`src/rtl/wb_arbiter.sv`:
```
// Writeback arbiter for a single register-file write port.
// Load results from the mem stage always win the port. If the port is already
// draining the load FIFO, a new load result queues behind the entries it holds.
// ALU results are accepted only when no load result is pending.
module wb_arbiter #(
   parameter int AW      = 6,
   parameter int DW      = 32,
   parameter int DEPTH   = 8,
   parameter int MEM_LAT = 4
) (
   input  logic          clk,
   input  logic          rstn,
   input  logic [AW-1:0] mem_addr,
   input  logic [DW-1:0] mem_val,
   input  logic          alu_valid,
   input  logic [AW-1:0] alu_addr,
   input  logic [DW-1:0] alu_val,
   output logic          alu_ready,
   output logic          mem_hold,
   output logic          rf_we,
   output logic [AW-1:0] rf_addr,
   output logic [DW-1:0] rf_wdata,
   output logic [3:0]    fifo_count,
   output logic          ovf_err
);

   localparam int             PW      = (DEPTH > 1) ? $clog2(DEPTH) : 1;
   localparam logic [PW-1:0]  LAST    = PW'(DEPTH - 1);
   localparam logic [3:0]     FULL    = 4'(DEPTH);
   localparam logic [3:0]     HOLD_TH = 4'(DEPTH - MEM_LAT - 1);

   logic [AW-1:0] fifo_addr_q [DEPTH];
   logic [DW-1:0] fifo_data_q [DEPTH];

   logic [PW-1:0] rd_ptr_q, rd_ptr_d;
   logic [PW-1:0] wr_ptr_q, wr_ptr_d;
   logic [3:0]    count_q,  count_d;
   logic          ovf_q,    ovf_d;
   logic          we_q,     we_d;
   logic [AW-1:0] addr_q,   addr_d;
   logic [DW-1:0] data_q,   data_d;

   logic push, empty, full, do_pop, do_enq, drop, do_wr, alu_take;

   // Writeback selection and FIFO bookkeeping for the next cycle
   always_comb begin
      push     = (mem_addr != '0);
      empty    = (count_q == '0);
      full     = (count_q == FULL);
      do_pop   = !empty;
      do_enq   = push && !empty;
      drop     = do_enq && full && !do_pop;
      do_wr    = do_enq && !drop;
      alu_take = empty && !push && alu_valid;

      we_d     = 1'b0;
      addr_d   = addr_q;
      data_d   = data_q;
      rd_ptr_d = rd_ptr_q;
      wr_ptr_d = wr_ptr_q;
      count_d  = count_q;
      ovf_d    = ovf_q || drop;

      if (do_pop) begin
         we_d     = 1'b1;
         addr_d   = fifo_addr_q[rd_ptr_q];
         data_d   = fifo_data_q[rd_ptr_q];
         rd_ptr_d = (rd_ptr_q == LAST) ? '0 : rd_ptr_q + 1'b1;
      end else if (push) begin
         we_d   = 1'b1;
         addr_d = mem_addr;
         data_d = mem_val;
      end else if (alu_take && (alu_addr != '0)) begin
         we_d   = 1'b1;
         addr_d = alu_addr;
         data_d = alu_val;
      end

      if (do_wr) begin
         wr_ptr_d = (wr_ptr_q == LAST) ? '0 : wr_ptr_q + 1'b1;
      end

      // Count moves only when exactly one of push-into-FIFO / pop happens
      if (do_wr && !do_pop) begin
         count_d = full ? count_q : count_q + 1'b1;
      end else if (!do_wr && do_pop) begin
         count_d = count_q - 1'b1;
      end
   end

   // Control and writeback registers
   always_ff @(posedge clk or negedge rstn) begin
      if (!rstn) begin
         rd_ptr_q <= '0;
         wr_ptr_q <= '0;
         count_q  <= '0;
         ovf_q    <= 1'b0;
         we_q     <= 1'b0;
         addr_q   <= '0;
         data_q   <= '0;
      end else begin
         rd_ptr_q <= rd_ptr_d;
         wr_ptr_q <= wr_ptr_d;
         count_q  <= count_d;
         ovf_q    <= ovf_d;
         we_q     <= we_d;
         addr_q   <= addr_d;
         data_q   <= data_d;
      end
   end

   // FIFO storage; contents are qualified by count so they need no reset
   always_ff @(posedge clk) begin
      if (do_wr) begin
         fifo_addr_q[wr_ptr_q] <= mem_addr;
         fifo_data_q[wr_ptr_q] <= mem_val;
      end
   end

   assign alu_ready  = empty && !push;
   assign mem_hold   = (count_q >= HOLD_TH);
   assign rf_we      = we_q;
   assign rf_addr    = addr_q;
   assign rf_wdata   = data_q;
   assign fifo_count = count_q;
   assign ovf_err    = ovf_q;

endmodule
```
`config.mk`:
```
export PLATFORM = sky130hd
export DESIGN_NAME = wb_arbiter
export DESIGN_NICKNAME = d
export VERILOG_FILES = /design/src/rtl/wb_arbiter.sv
export SDC_FILE = /design/constraint.sdc
export NUM_CORES = 1
export LEC_CHECK = 0
export ABC_AREA = 1
export CELL_PAD_IN_SITES_DETAIL_PLACEMENT = 1
export CELL_PAD_IN_SITES_GLOBAL_PLACEMENT = 2
export CORE_MARGIN = 2
export CORE_UTILIZATION = 40
export DETAILED_ROUTE_END_ITERATION = 10
export PLACE_DENSITY = 0.94
export RECOVER_POWER = 100
export SYNTH_ARGS = -nofsm -noshare
export SYNTH_HDL_FRONTEND = slang
export SYNTH_SLANG_ARGS = --single-unit
```
`constraint.sdc`:
```
create_clock -name clk -period 12.8 [get_ports clk]
set_input_delay 1.92 -clock clk [delete_from_list [all_inputs] [get_ports clk]]
set_output_delay 1.92 -clock clk [all_outputs]
set_load 0.005 [all_outputs]
```
# Word-level counts from Yosys, hierarchy flattened
# Memory sizes are Yosys's and may differ from the RTL's.
# Index checks and enable logic that the tools add are counted.
# totals
regBits	50
in_bits	79
ram_bits	304
output_inout_bits	46
n_memories	2
word_cells	54
# classes
eq_ne	5
mux	16
reduce_logical	19
order_cmp	1
add_sub_neg	4
# memory_table
memory	depth	word_bits	rd	rd_clocked_by_memory_dff	write_ports	line	text
fifo_data_q	8	32	1	0	1	33	logic [DW-1:0] fifo_data_q [DEPTH];
fifo_addr_q	8	6	1	0	1	32	logic [AW-1:0] fifo_addr_q [DEPTH];
# ops
op	count
$mux 32	3
$mux 6	3
$mux 4	3
$reduce_bool 6->1	2
$logic_and 1x1->1	9
$add 3x1->3 const B	2
$eq 3x3->1 const B	2
$mux 3	2
$mux 1	5
$add 4x1->4 const B	1
$eq 4x4->1 const B	1
$ge 4x2->1 const B	1
$logic_not 1->1	4
$logic_not 4->1	1
$sub 4x1->4 const B	1
$ne 3x2->1 const B	1
$ne 2x2->1 const B	1
$reduce_and 2->1	1
$reduce_bool 2->1	1
$logic_or 1x1->1	1

# Logic depth before layout (Yosys ltp)
# logic_depth
depth_word	11
ltp_mapped	11
ltp_nobuf	8

# Worst setup path before layout
# OpenSTA, ideal clock, no wires.
# synth_timing
path_type	in2reg
startpoint	input mem_addr[3]
endpoint	memory fifo_addr_q[1][0] (enable)
cell_stages	4
path_buffers	0
setup_time_ps	528
required_time_ps	12272
arrival_ps	5908
slack_ps	6364
cell_sequence	nor2_4 > nand3_4 > nand2_1 > nor4_1
# synth_via
elab_chain_len	8
# synth_lines
element	line	text
start, declared	13	input logic [AW-1:0] mem_addr,
$reduce_bool 6->1 *	47	push = (mem_addr != '0);
$logic_and 1x1->1 *	51	do_enq = push && !empty;
$logic_and 1x1->1 (2 in series)	52	drop = do_enq && full && !do_pop;
$logic_not 1->1	53	do_wr = do_enq && !drop;
$logic_and 1x1->1 *	53	
$mux 1 *	114	if (do_wr) begin
$mux 1 (not written as such) *	115	fifo_addr_q[wr_ptr_q] <= mem_addr;
end, declared	32	
# Mark *: on every way between the ends. The rest lies on a longest branch, timed or not.

# Final worst setup path
# layout_timing
startpoint	input mem_addr[5]
endpoint	output alu_ready
# layout_via
elab_chain_len	3
# layout_lines
element	line	text
$reduce_bool 6->1	47	
$logic_not 1->1	120	assign alu_ready = empty && !push;
$logic_and 1x1->1	120	
end, declared	18	output logic alu_ready,
# No other way between the ends.

==> summary.md <==
| Metric | Value |
|---|---|
| Outcome | finished with violations |
| Failing checks | capacitance limit, slew limit |
| Worst hold path type | reg -> reg |
| Global-route wire length before repair | 70900 um |
| Worst setup path end | alu_ready |
| Worst-path fanout max | 37 |
| Num Clock Sinks | 354 |
| CTS Root Cell | clkbuf_16 |
| Rows | 73 |
| Longest Clk Path Bufs | 3 |
| Clock Latency Late Sink | 0.54 ns |
| Ys async rst share | 14.1% |
| Initial antenna violation count | 1 |
| Antenna Nets Post-Route | 0 |
| DRT Wirelength | 45400 um |
| Worst EP arrival | 7.02 ns |
| Setup bufs post-CTS | 0 |
| Crit path capture type | primary output |
| Synthesis-to-finish area growth | 18.1% |
| Place WS | 5.88 ns |
| DRC violations left | 0 |
| Setup TNS Final | 0 ns |
| Max Freq | 112 MHz |
| Design area | 0.0190 mm2 |
| Buffers on Ports | 124 |
| CTS tree | yes |
| Worst Skew | 0.0171 ns |
| Multi-input logic area | 0.00406 mm2 |
| Die Y | 205 um |
| Slowest cell on the critical path | nor2_1 |
| Kind of critical path | in -> out |
| Synth top area share | 56.7% |
| DP HPWL | 26000 um |
| Crit path launch type | input pin |
| Yosys warns | 0 |
| Reg2reg end | rf_wdata[31] |
| Slew Limit Fails | 607 |
| Worst reg2reg setup slack | 6.13 ns |
| Number of library cell types mapped by synthesis | 24 |
| Layout Nets | 1903 |
| Die Area | 0.0419 mm2 |
| Clk slew on worst S/H paths | 0.05 ns |
| Mapped Nets | 1806 |
| Vias per std cell | 5.01 |
| Crit path largest cell delay | 2.11 ns |
| Critical path startpoint | mem_addr[5] |
| Largest net degree at the start of global routing | 95 |
| Post-CTS Resized | 0 |
| Placement Cell Area | 0.0179 mm2 |
| Least-Margin Pin Slew | 4.74 ns |
| Sequential fraction of the synthesis area | 64.5% |
| Share of layout cells above drive strength 1 | 3.74% |
| I/O Pins | 125 |
| Avg Synthesized Cell Area | 9.35 um2 |
| Core ar. | 0.0397 mm2 |
| Reg2Reg Launch Point | rd_ptr_q[0] |
| Leading area contributor after synthesis | edfxtp_1 |
| Die X | 205 um |
| Max Cap Viol | 18 |
| CP bufs+invs | 2 |
| Mapped Cells | 1721 |
| Critical Path RT | 10.88 ns |
| Critical path depth in cells | 5 |
| CP cell instances | dlygate4sd3_1 > nor2_1 > nand3_4 > nor2_1 > dlygate4sd3_1 |
| Initial Utilization | 40.5% |
| Top FF cell, synth | edfxtp_1 |
| Initial DRC count | 725 |
| Worst rel slew slack | -216% |
| R2R cell count | 8 |
| Number of global-route vias before repair | 13.0k |
| Num CTS Buffers | 40 |
| Crit path max-delay family | simple AND/OR/NAND/NOR gates |
| FF+latch count, synth | 354 |
| Fin cells | 2372 |
| ANT cells | 0 |
| Hold Buf Count CTS | 0 |
| Setup ws final | 3.86 ns |
| PwrDens | 234 mW/mm2 |
| Final Power | 0.00444 W |
| First-pass DRT Iterations | 5 |
| Fill cells | 4472 |
| Final setup fails | 0 |
| Final Hold Fails | 0 |
| RSZ-0062 raised after global routing | false |
| GR Util All Layers | 22.2% |
| Via Count | 11.9k |
| Tcrit/Tclk final | 69.9% |
| Dpl cells | 2301 |
| Tmin final | 8.94 ns |
| Leak Pwr | 8.65 nW |
| Placer Congestion | 0.746 |
| Max rail drop VDD | 135 uV |
| Synth area leaders | edfxtp_1 57%, nand2_1 11%, dfrtp_1 7.8%, inv_1 7.8%, nand3_1 7.6% |
| Mapped Area | 0.0161 mm2 |
| H-tree depth | 2 |
| GRT overflow | 0 |
| Post-synth EDFFs | 304 |
| Register area | 0.0104 mm2 |
| DR WL/cell | 19.1 um |
[per-layer routing]
metal,vias up,track usage [%],routed length (um)
li1,5630,-,-
met2,314,40.7,23400
met1,5844,26.4,18500
met3,92,3.09,2110
met4,0,8.31,1360
met5,-,0,0
[flip-flops by register name, indices dropped and copies added (netlist names)]
register and flops:
fifo_data_q 256, wr_ptr_q 3, rf_addr 6, fifo_count 4, fifo_addr_q 48, ovf_err 1
rd_ptr_q 3, rf_wdata 32, rf_we 1
[area by class of cell]
type                       count  share of cell area [%]
tap                          525                    3.46
inverter                     336                    6.67
clock buffer                  63                    6.09
clock inverter                 8                   0.869
timing repair buffer         141                    6.92
sequential                   354                    54.6
multi-input combinational    945                    21.4
[cells in the mapped netlist (2+ instances only)]
| master | instances |
|---|---|
| buf_4 | 2 |
| ha_1 | 6 |
| dfrtp_1 | 50 |
| nand4_1 | 33 |
| inv_2 | 2 |
| edfxtp_1 | 304 |
| nand2_2 | 2 |
| buf_2 | 32 |
| nor2_4 | 4 |
| nor2_1 | 174 |
| nand2_1 | 463 |
| clkbuf_1 | 42 |
| inv_1 | 333 |
| o21ai_0 | 7 |
| nand3_1 | 244 |
| nor4_1 | 8 |
| buf_1 | 8 |
[stage by stage]
| stage | hold WS [ns] | utilization (%) |
|---|---|---|
| final | 0.377 | 47.8 |
| after global routing | 0.393 | 47.8 |
| after CTS | 0.384 | 48.3 |
| after detailed placement | 0.371 | 45.0 |
| after global placement | 0.364 | 45.0 |
| after floorplan | 0.452 | - |
[report_power, final]
part	switching, W	total [W]	internal [W]	leakage [nW]
logic	0.000997	0.00148	0.000481	4.64
registers	0.000176	0.00180	0.00162	3.37
clock network	0.000447	0.00117	0.000720	0.644
total	0.00162	0.00444	0.00282	8.65
[placed cells by master (no fill, tap or decap), types with 2 or more instances in the layout]
| cell | n |
|---|---|
| nand3_1 | 244 |
| nor2_4 | 2 |
| clkbuf_8 | 5 |
| edfxtp_1 | 304 |
| nand2_2 | 2 |
| nand4_1 | 33 |
| dfrtp_1 | 48 |
| clkbuf_1 | 30 |
| clkinv_2 | 4 |
| clkdlybuf4s50_1 | 39 |
| nor2_1 | 176 |
| o21ai_0 | 7 |
| clkbuf_16 | 41 |
| bufinv_16 | 5 |
| nand2_1 | 463 |
| ha_1 | 6 |
| inv_1 | 333 |
| dlygate4sd3_1 | 84 |
| buf_4 | 4 |
| nor4_1 | 8 |
[cells by family (layout without fill, tap and decap cells)]
group / after synthesis / after routing / synth area share, %
XOR/XNOR: 2 / 2 / 0.109
adder cells (fa/ha/maj): 6 / 6 / 0.466
AND/OR/NAND/NOR: 929 / 929 / 24.5
flip-flops: 354 / 354 / 64.5
AO/OA/AOI/OAI: 8 / 8 / 0.249
buffers and inverters: 422 / 548 / 10.2
[worst min path at each step]
stage	from	to	cells past startpoint
6_report	ovf_err	ovf_err	0
5_1_grt	ovf_err	ovf_err	0
3_3_place_gp	ovf_err	ovf_err	0
3_5_place_dp	ovf_err	ovf_err	0
2_1_floorplan	ovf_err	ovf_err	1
4_1_cts	ovf_err	ovf_err	0
Note: power is estimated with default switching activity, not from simulation.
